**config.mk**
```make
export PLATFORM = sky130hd
export DESIGN_NAME = decrypt_sequencer
export DESIGN_NICKNAME = d
export VERILOG_FILES = /design/src/rtl/decrypt_sequencer.sv
export SDC_FILE = /design/constraint.sdc
export NUM_CORES = 1
export LEC_CHECK = 0
export ABC_AREA = 1
export CORE_MARGIN = 4
export CORE_UTILIZATION = 35
export CTS_BUF_LIST = sky130_fd_sc_hd__clkbuf_8
export DETAILED_ROUTE_END_ITERATION = 8
export PLACE_DENSITY = 0.6
export RECOVER_POWER = 25
export SYNTH_ARGS = -nofsm -noshare
export SYNTH_HDL_FRONTEND = slang
export SYNTH_SLANG_ARGS = --single-unit
```
**constraint.sdc**
```tcl
create_clock -name clk -period 1.5 [get_ports clk]
set_input_delay 0.3 -clock clk [delete_from_list [all_inputs] [get_ports clk]]
set_output_delay 0.3 -clock clk [all_outputs]
set_load 0.02 [all_outputs]
```
**src/rtl/decrypt_sequencer.sv**
```systemverilog
// decrypt_sequencer
//   Walks every pixel of the R/G/B image planes. Each channel byte is read,
//   XORed with one keystream byte from the RNG and written back in place.
//   The same schedule encrypts, because XOR with the key is its own inverse.
//
// Ports:
//   clk        system clock, rising edge
//   rst        asynchronous, active-low reset
//   start      start request, honoured only in IDLE or DONE
//   seed_load  one-cycle pulse: RNG reloads its seed
//   key_req    keystream request; byte consumed when key_req && key_valid
//   key_valid  keystream byte available
//   key_data   keystream byte
//   rd_en      memory read strobe (read data returns one cycle later)
//   rd_addr    pixel address, shared by read and write
//   ch         plane select 0=R 1=G 2=B
//   rd_data    memory read data
//   wr_en      write strobe
//   wr_data    decrypted byte
//   busy       high from LOAD through WR
//   done       frame complete, held until the next accepted start
module decrypt_sequencer #(
  parameter int NUM_PIXELS = 4096,
  parameter int ADDR_W     = 16,
  parameter int DATA_W     = 8
) (
  input  logic              clk,
  input  logic              rst,
  input  logic              start,
  output logic              seed_load,
  output logic              key_req,
  input  logic              key_valid,
  input  logic [DATA_W-1:0] key_data,
  output logic              rd_en,
  output logic [ADDR_W-1:0] rd_addr,
  output logic [1:0]        ch,
  input  logic [DATA_W-1:0] rd_data,
  output logic              wr_en,
  output logic [DATA_W-1:0] wr_data,
  output logic              busy,
  output logic              done
);

  // Terminal address held at ADDR_W bits so NUM_PIXELS = 2^ADDR_W never
  // needs a wider counter: the counter stops at the last pixel, never wraps.
  localparam logic [ADDR_W-1:0] LAST_ADDR = ADDR_W'(NUM_PIXELS - 1);

  typedef enum logic [2:0] {
    IDLE = 3'd0,
    LOAD = 3'd1,
    RD   = 3'd2,
    CAP  = 3'd3,
    KEY  = 3'd4,
    WR   = 3'd5,
    DONE = 3'd6
  } state_t;

  state_t            state_reg, state_next;
  logic [ADDR_W-1:0] addr_reg, addr_next;
  logic [1:0]        ch_reg, ch_next;
  logic [DATA_W-1:0] pix_reg, pix_next;
  logic [DATA_W-1:0] key_reg, key_next;

  always_ff @(posedge clk or negedge rst) begin
    if (!rst) begin
      state_reg <= IDLE;
      addr_reg  <= '0;
      ch_reg    <= '0;
      pix_reg   <= '0;
      key_reg   <= '0;
    end else begin
      state_reg <= state_next;
      addr_reg  <= addr_next;
      ch_reg    <= ch_next;
      pix_reg   <= pix_next;
      key_reg   <= key_next;
    end
  end

  always_comb begin
    state_next = state_reg;
    addr_next  = addr_reg;
    ch_next    = ch_reg;
    pix_next   = pix_reg;
    key_next   = key_reg;
    seed_load  = 1'b0;
    key_req    = 1'b0;
    rd_en      = 1'b0;
    wr_en      = 1'b0;
    wr_data    = '0;
    busy       = 1'b0;
    done       = 1'b0;

    case (state_reg)
      IDLE: begin
        if (start) state_next = LOAD;
      end
      LOAD: begin
        busy       = 1'b1;
        seed_load  = 1'b1;
        addr_next  = '0;
        ch_next    = '0;
        state_next = RD;
      end
      RD: begin
        busy       = 1'b1;
        rd_en      = 1'b1;
        state_next = CAP;
      end
      CAP: begin
        busy       = 1'b1;
        pix_next   = rd_data;
        state_next = KEY;
      end
      KEY: begin
        // Leaving KEY right after the handshake drops key_req next cycle,
        // so exactly one byte is taken per visit.
        busy    = 1'b1;
        key_req = 1'b1;
        if (key_valid) begin
          key_next   = key_data;
          state_next = WR;
        end
      end
      WR: begin
        busy    = 1'b1;
        wr_en   = 1'b1;
        wr_data = pix_reg ^ key_reg;
        if (ch_reg < 2'd2) begin
          ch_next    = ch_reg + 2'd1;
          state_next = RD;
        end else if (addr_reg < LAST_ADDR) begin
          ch_next    = 2'd0;
          addr_next  = addr_reg + 1'b1;
          state_next = RD;
        end else begin
          state_next = DONE;
        end
      end
      DONE: begin
        done = 1'b1;
        if (start) state_next = LOAD;
      end
      default: state_next = IDLE;
    endcase
  end

  assign rd_addr = addr_reg;
  assign ch      = ch_reg;

endmodule
```
==> run summary <==
Area grow syn2layout = 50.09%
Core area = 5540 sq um
Netlist cell types = 24
WL final = 4.774 mm
Max-slew violation count = 0
Num CTS Buffers = 5
Data required, critical path = 1200 ps
Critical Path AT = 1360 ps
Min cycle time layout = 1659 ps
Final period util = 110.6%
Initial core utilization = 36.20%
Sink Count = 37
Routed length on met3 = 352 um
Most common cell after layout, fill and taps aside = nand2_1
H-tree depth = 2
Fill count = 530
Ports = 52
Cells after Synth = 229
Number of port buffers = 51
Vias/cell = 4.403
Synth Warn # = 0
Max reg flops = 16
N_diodes = 0
Setup Skew = 5.931 ps
Failing checks = setup timing
CTS tree = done
Layout cells sized above 1 = 36.79%
Overall power = 4.592 mW
Clk Latency, worst-skew pair = 290 ps
Chip height = 83.70 um
Largest net degree at the start of global routing = 16
1st-pass router iterations = 4
Reg area = 930.9 sq um
Post-route setup slack = -159.3 ps
Root Driver = clkbuf_8
DIE AREA = 7006 sq um
Post-synthesis register bit count = 37
Peak supply drop = 800.5 uV
Crit path kind = flop to primary output
Total track usage = 14.95%
GPL Wtd Cong = 0.8568
Antenna Nets Post-Route = 0
Vias in the first global route = 1853
RSZ-0062 raised after global routing = true
CTS max path bufs = 2
NumNets Final = 338
Initial DRC Count = 67
Post-Place Worst Slack = -324.0 ps
GRT overflow = 0
Hold crit path type = flop to flop
First-pass GRT wire length = 8.604 mm
Fmax achieved = 602.7 MHz
Crit path launch type = flop
Vias = 1717
Detail Placement HPWL = 3.608 mm
Met1 wire length = 2.166 mm
Setup crit end kind = primary output
Top layer used by detailed routing = met4
Multi-input gate area = 1039 sq um
Final setup fails = 14
Pwr Density = 1525 nW/um^2
DRC errors left = 0
Mapped Area = 2006 sq um
Initial antenna violation count = 0
Max FO, Critical Path = 9
Most frequent cells in the layout = 61 x nand2_1, 33 x dfrtp_1, 32 x buf_4
Max Cap Viol = 0
Net Count, Synth = 250
Final Hold Fails = 0
Width of the die = 83.70 um
Cell Rows = 27
Run status = finished, violations left
Clk slew on worst S/H paths = 80 ps
DR WL/cell = 12.24 um
Sequential area share after synthesis = 46.16%
Slew of the pin with the lowest slew margin = 864.5 ps
Average cell area after synthesis = 8.758 sq um
Met2 Wirelength = 2.216 mm
Lkg Pwr = 1.479 nW
Slew HR = 42.36%
==> critical path, stage by stage, from the launching register on <==
cell	delay, ps
dfrtp_2	450
nor2_4	150
inv_4	60
nor2_8	100
inv_6	80
nor2_2	100
buf_6	120
==> report_power, final <==
part / internal, mW / switching, mW
sequential: 1.29 / 0.215
combinational: 1.17 / 1.17
clock: 0.373 / 0.377
==> synthesized netlist by cell type (all sizes together) <==
cell type / n / area share (%)
nand2: 76 / 16
dfrtp: 37 / 46
nor2: 36 / 8.7
inv: 23 / 4.7
mux2: 16 / 9.0
nand3: 11 / 3.5
xnor2: 9 / 3.9
o21ai: 4 / 1.0
xor2: 4 / 1.7
buf: 3 / 2.1
nand4: 3 / 0.94
nor3: 3 / 0.75
a21oi: 1 / 0.25
and3: 1 / 0.31
ha: 1 / 0.62
nor3b: 1 / 0.37
==> cells by family after synthesis <==
family	synth area share, %
flip-flops	46.16
AO/OA/AOI/OAI	1.247
buffers and inverters	6.800
adder cells (fa/ha/maj)	0.6237
AND/OR/NAND/NOR	30.51
multiplexers	8.983
XOR/XNOR	5.677
==> layer usage <==
layer	global-route usage, %	vias up
met1	18.53	787
met3	5.133	5
met2	24.95	42
met4	3.655	0
met5	0	-
li1	-	883
==> cell type report <==
class,count,share of cell area [%]
Clock buffer,6,2.743
Clock inverter,2,0.4572
Inverter,23,3.200
Multi-Input combinational cell,166,34.50
Sequential cell,37,30.92
Tap cell,72,2.993
Timing Repair Buffer,84,25.19
==> through the flow <==
stage | std cells | setup TNS, ps | utilization (%) | area [sq um] | hold WS, ps
final | 390 | -1537 | 54.34 | 3010 | 499.7
after CTS | 388 | -1694 | 53.03 | 2938 | 453.6
after global placement | 377 | -3352 | 50.84 | 2816 | 233.9
after floorplan | 229 | -299.4 | - | 2041 | 4.409
after detailed placement | 377 | -3728 | 50.84 | 2816 | 233.0
after global routing | 390 | -3084 | 54.34 | 3010 | 553.0
==> path summary, 6_finish.rpt <==
| path | startpoint | endpoint | cells past startpoint | slack (ps) |
|---|---|---|---|---|
| worst min register to register | rd_addr[14] | rd_addr[14] | 2 | 500 |
| worst max register to register | state_reg[1] | key_reg[5] | 7 | 70 |
| worst min-delay path | rd_addr[14] | rd_addr[14] | 2 | 500 |
| max in group asynchronous | rst | state_reg[1] | 3 | 140 |
| min in group asynchronous | rst | rd_addr[5] | 2 | 630 |
| worst max-delay path | state_reg[1] | wr_data[2] | 6 | -160 |
==> timing repair <==
action / in CTS / in global routing
endpoints found under the hold margin: 13 / 0
resized for setup: 107 / 19
setup endpoints to repair: 32 / 35
pin swaps: 1 / 4
hold buffers: 1 / 0
setup buffers: 3 / 3
Note: power is estimated with default switching activity, not from simulation.
